===== src/rtl/mul8_seq_ctrl.sv =====
`default_nettype none
// ============================================================================
// mul8_seq_ctrl : 8x8 multiply sequenced over a shared external 4x4 core.
// Optional macro MUL8_SIGNED_EN selects two's-complement operands.
// Revision : 1.0
// ============================================================================
module mul8_seq_ctrl #(
    parameter int FAST_ZERO = 1
) (
    input  logic        clk,
    input  logic        rst,
    input  logic        start,
    input  logic [7:0]  a,
    input  logic [7:0]  b,
    output logic        busy,
    output logic        done,
    output logic [15:0] product,
    output logic [3:0]  core_a,
    output logic [3:0]  core_b,
    input  logic [7:0]  core_p
);

    typedef enum logic [1:0] {
        S_IDLE = 2'd0,
        S_MUL  = 2'd1,
        S_DONE = 2'd2
    } state_t;

    state_t      r_state;
    logic [1:0]  r_step;
    logic [15:0] r_acc;
    logic [7:0]  r_a;
    logic [7:0]  r_b;
    logic        r_busy;
    logic        r_done;
    logic [15:0] r_product;
    logic [3:0]  r_core_a;
    logic [3:0]  r_core_b;

    logic [7:0]  w_mag_a;
    logic [7:0]  w_mag_b;
    logic        w_fast;
    logic [15:0] w_pp;
    logic [15:0] w_sum;
    logic [15:0] w_res;

`ifdef MUL8_SIGNED_EN
    logic        r_sign;
    // Magnitude of -128 wraps to 0x80, which is still correct as unsigned.
    assign w_mag_a = a[7] ? (~a + 8'd1) : a;
    assign w_mag_b = b[7] ? (~b + 8'd1) : b;
    assign w_res   = r_sign ? (~w_sum + 16'd1) : w_sum;
`else
    assign w_mag_a = a;
    assign w_mag_b = b;
    assign w_res   = w_sum;
`endif

    assign w_fast = (FAST_ZERO != 0) && ((a == 8'd0) || (b == 8'd0));

    always_comb begin
        w_pp = 16'd0;
        case (r_step)
            2'd0:    w_pp = {8'd0, core_p};
            2'd1,
            2'd2:    w_pp = {4'd0, core_p, 4'd0};
            default: w_pp = {core_p, 8'd0};
        endcase
    end

    assign w_sum = r_acc + w_pp;

    always_ff @(posedge clk or posedge rst) begin
        if (rst) begin
            r_state   <= S_IDLE;
            r_step    <= 2'd0;
            r_acc     <= 16'd0;
            r_a       <= 8'd0;
            r_b       <= 8'd0;
            r_busy    <= 1'b0;
            r_done    <= 1'b0;
            r_product <= 16'd0;
            r_core_a  <= 4'd0;
            r_core_b  <= 4'd0;
`ifdef MUL8_SIGNED_EN
            r_sign    <= 1'b0;
`endif
        end else begin
            r_done <= 1'b0;
            case (r_state)
                S_MUL: begin
                    r_acc  <= w_sum;
                    r_step <= r_step + 2'd1;
                    // Core operands are registered one step ahead of their use.
                    case (r_step)
                        2'd0: begin
                            r_core_a <= r_a[7:4];
                            r_core_b <= r_b[3:0];
                        end
                        2'd1: begin
                            r_core_a <= r_a[3:0];
                            r_core_b <= r_b[7:4];
                        end
                        2'd2: begin
                            r_core_a <= r_a[7:4];
                            r_core_b <= r_b[7:4];
                        end
                        default: begin
                            r_core_a  <= 4'd0;
                            r_core_b  <= 4'd0;
                            r_product <= w_res;
                            r_done    <= 1'b1;
                            r_busy    <= 1'b0;
                            r_state   <= S_DONE;
                        end
                    endcase
                end
                default: begin
                    if (start) begin
                        r_a    <= w_mag_a;
                        r_b    <= w_mag_b;
                        r_acc  <= 16'd0;
                        r_step <= 2'd0;
`ifdef MUL8_SIGNED_EN
                        r_sign <= a[7] ^ b[7];
`endif
                        if (w_fast) begin
                            r_product <= 16'd0;
                            r_done    <= 1'b1;
                            r_busy    <= 1'b0;
                            r_state   <= S_DONE;
                        end else begin
                            r_core_a <= w_mag_a[3:0];
                            r_core_b <= w_mag_b[3:0];
                            r_busy   <= 1'b1;
                            r_state  <= S_MUL;
                        end
                    end else begin
                        r_state <= S_IDLE;
                    end
                end
            endcase
        end
    end

    assign busy    = r_busy;
    assign done    = r_done;
    assign product = r_product;
    assign core_a  = r_core_a;
    assign core_b  = r_core_b;

endmodule
`default_nettype wire


===== config.mk =====
export PLATFORM = sky130hd
export DESIGN_NAME = mul8_seq_ctrl
export DESIGN_NICKNAME = d
export VERILOG_FILES = /design/src/rtl/mul8_seq_ctrl.sv
export SDC_FILE = /design/constraint.sdc
export NUM_CORES = 1
export LEC_CHECK = 0
export BUFFER_PORTS_ARGS = -buffer_cell sky130_fd_sc_hd__buf_2
export CAP_MARGIN = 20
export CORE_MARGIN = 3
export CORE_UTILIZATION = 45
export CTS_CLUSTER_DIAMETER = 30
export DETAILED_ROUTE_END_ITERATION = 12
export HOLD_SLACK_MARGIN = 0.08
export PLACE_DENSITY = 0.66
export SETUP_SLACK_MARGIN = 0.02
export SLEW_MARGIN = 20
export SYNTH_ARGS = -nofsm -noshare
export SYNTH_HDL_FRONTEND = slang
export SYNTH_SLANG_ARGS = --single-unit

===== constraint.sdc =====
create_clock -name clk -period 6.1 [get_ports clk]
set_input_delay 0.305 -clock clk [delete_from_list [all_inputs] [get_ports clk]]
set_output_delay 0.305 -clock clk [all_outputs]
set_load 0.02 [all_outputs]

==> flow_summary.yaml <==
global_route:
  track_usage_pct: 20.2
  antenna_found_initial: 0
  grt_pass1_vias: 2673
  grt_max_degree: 63
  overflow: 0
  grt_pass1_wl_um: 13600
sta:
  setup_viol: 0
  skew_ns: 0.00728
  hold_violations: 0
  worst_pin_slew_ns: 0.878
  rsz0062_at_grt: "false"
  finalSetupTns_ns: 0
  relSlewSlack_pct: 41.4
  period_share_pct: 54.7
  fmax_mhz: 300
  hold_ws_ns: 0.170
  finalWorstPathRequiredPeriod_ns: 3.34
  report.final.slew_viol_count: 0
logic_synthesis:
  synthTopCellsByArea: "dfrtp_1 (46%), ha_1 (7.0%), mux2_2 (5.3%), nand2_1 (5.2%), a22o_1 (3.6%)"
  async_reset_ff_share_pct: 100
  syn-cell-area_mm2: 0.00340
  synth.yosys.seq_area_share_pct: 45.6
  synthDistinctLibCells: 47
  yosys.area.top_type_share_pct: 45.6
  synth-edff-count: 0
  synthCells: 345
  ys_warn_count: 0
  syn_nets: 392
  synth_top_area_cell: "dfrtp_1"
  synth_flop_cell: "dfrtp_1"
  avgSynthCellArea_um2: 9.86
  yosys_register_bits: 62
power_and_ir_drop:
  seqPwrFrac_pct: 29.1
  peakVddDrop_mv: 0.296
  p_int_uw: 1400
  switchingPower_uw: 1070
  power_per_cell_area_mw_per_mm2: 626
  pwr-share-clk_pct: 15.3
  swShare_pct: 43.4
  power_frac_comb_pct: 55.5
  leakagePower_uw: 0.00191
clock_network:
  ctsHoldBuffers: 0
  cts_buffers: 9
  clk_path_buf_depth: 2
  cts_resized: 0
  clk_pin_slew_ns: 0.07
  h-tree-depth: 3
  clkLatencyLatePin_ns: 0.34
  cts_setup_buffers: 0
  cts_tree: "yes"
  clkSinkCount: 62
  root_buffer: "clkbuf_8"
job:
  cap_violations: 0
drt:
  vias: 2741
  routed-wl-met3_um: 344
  drt-met1-wl_um: 3900
  routed.top_layer: "met4"
  drc_errors: 0
  vias_per_cell: 5.50
  drt_iter0_markers: 175
  first_pass_iters: 4
  ant_nets: 0
  drt_wl_total_um: 8050
  wl_met2_um: 3700
  wl_per_cell_um: 16.2
setup_path:
  timing.reg2reg.setup_slack_ns: 2.76
  worstPathArrival_ns: 3.59
  cp-end-kind: "flop"
  timing.rr.start: "r_step[0]$_DFFE_PP0P_"
  cpPeakStageDelay_ns: 0.42
  cp_slowest_cell: "dfrtp_1"
  criticalPathCategory: "flop to flop"
  r2r_cells: 13
  reg2reg_to: "product[14]$_DFFE_PP0P_"
  startpoint_type: "flop"
  crit_path_max_fanout: 10
  critical_path_required_ns: 6.35
  path_cells: "inv_1 > ha_1 > nor2b_1 > and2_1 > ha_1 > inv_1 > fa_1 > nor2b_1 > o31a_1 > o21ai_2 > a2111oi_2 > nor3_1 > o31ai_1"
die:
  die_y_um: 92.9
  die_w_um: 92.9
  num_rows: 31
  dieArea_mm2: 0.00864
  core_area_mm2: 0.00729
  boundaryPins: 53
  start_util_pct: 46.6
final_layout:
  mostFrequentLayoutCell: "dfrtp_1"
  area_delta_synth_final_pct: 16.2
  nets: 442
  n_fill_cell: 683
  drive_gt1_share_pct: 23.6
  antenna-diode-count: 0
  final_cell_mix: "dfrtp_1 (62), buf_2 (52), nand2_1 (47)"
  fin_util_pct: 54.2
  layout.cells.non_filler: 498
  final_area_mm2: 0.00395
outcome:
  status: "completed"
worst_hold_path:
  hold_path.class: "input port to asynchronous set/reset pin"
placement:
  port_buffers: 52
  dp_cells: 483
  place_congestion: 0.875
  hpwl_um: 5640
  postPlaceCellArea_mm2: 0.00374
[critical path: cells and delay by family (launching register included)]
family,cells,cell delay (ns)
flip-flops,1,0.42
buffers and inverters,2,0.20
adder cells (fa/ha/maj),3,0.91
AND/OR/NAND/NOR,4,0.75
AO/OA/AOI/OAI,4,0.96
[per-stage QoR]
step                      setup slack, ns  total power [uW]
final                                2.76              2470
after global routing                 2.43              2680
after CTS                            2.79              2490
after detailed placement             2.80              2100
after global placement               2.90              2060
after floorplan                      3.08              1770
[power groups by stage]
stage                     registers [uW]  logic (uW)  clock network (uW)
after floorplan                      792         973                   0
after global placement               721        1340                   0
after detailed placement             726        1370                   0
after CTS                            721        1380                 387
after global routing                 745        1530                 409
final                                721        1370                 378
[worst max-delay path by stage]
stage / cells after the start / slack [ns] / to / start
floorplan: 14 / 3.08 / product[14]$_DFFE_PP0P_ / r_step[0]$_DFFE_PP0P_
global placement: 13 / 2.90 / product[14]$_DFFE_PP0P_ / r_step[0]$_DFFE_PP0P_
detailed placement: 13 / 2.80 / product[14]$_DFFE_PP0P_ / r_step[0]$_DFFE_PP0P_
CTS: 13 / 2.79 / product[14]$_DFFE_PP0P_ / r_step[0]$_DFFE_PP0P_
global route: 13 / 2.43 / r_acc[14]$_DFFE_PP0P_ / r_step[0]$_DFFE_PP0P_
finish: 13 / 2.76 / product[14]$_DFFE_PP0P_ / r_step[0]$_DFFE_PP0P_
[flip-flops by register name (all words and copies together) (netlist names)]
signal / cells
done: 1
core_a: 4
busy: 1
r_step: 2
r_state: 2
product: 16
r_acc: 16
r_b: 8
core_b: 4
r_a: 8
[kinds of logic (layout without fill, tap and decap cells)]
kind of cell    count (synthesis)  after routing  share of synthesized area (%)
fa+ha+maj                      20             20                           7.58
compound gates                100            100                           20.4
simple gates                  107            107                           14.7
xor+xnor                        8              8                           2.06
flops                          62             62                           45.6
mux                            18             18                           6.18
buf+inv                        30             84                           3.46
[layer usage]
layer	GRT usage, %	vias up
li1	-	1347
met2	30.8	56
met3	4.96	9
met1	28.5	1329
met5	0	-
met4	5.86	0
[cell usage after synthesis, drive strengths merged (3+ instances only)]
cell / instances
and2: 7
nand4: 3
or3: 4
nor2: 17
o21bai: 3
a22oi: 12
clkbuf: 11
o31ai: 7
inv: 14
xor2: 3
o21ai: 26
o21a: 5
nand3: 9
xnor2: 5
a22o: 14
a21o: 5
nand2: 47
nor2b: 5
ha: 19
a21oi: 15
nor3: 5
mux2: 18
dfrtp: 62
buf: 5
[final cells by class]
cell class                      count  area (um2)  share of cell area [%]
Tap cell                           99         124                    3.14
Inverter                           14        52.6                    1.33
Sequential cell                    62        1550                    39.3
Clock buffer                       12         165                    4.18
Multi-Input combinational cell    253        1730                    43.8
Clock inverter                      3        42.5                    1.08
Timing Repair Buffer               55         283                    7.16
Power figures use the tool's default switching activity.
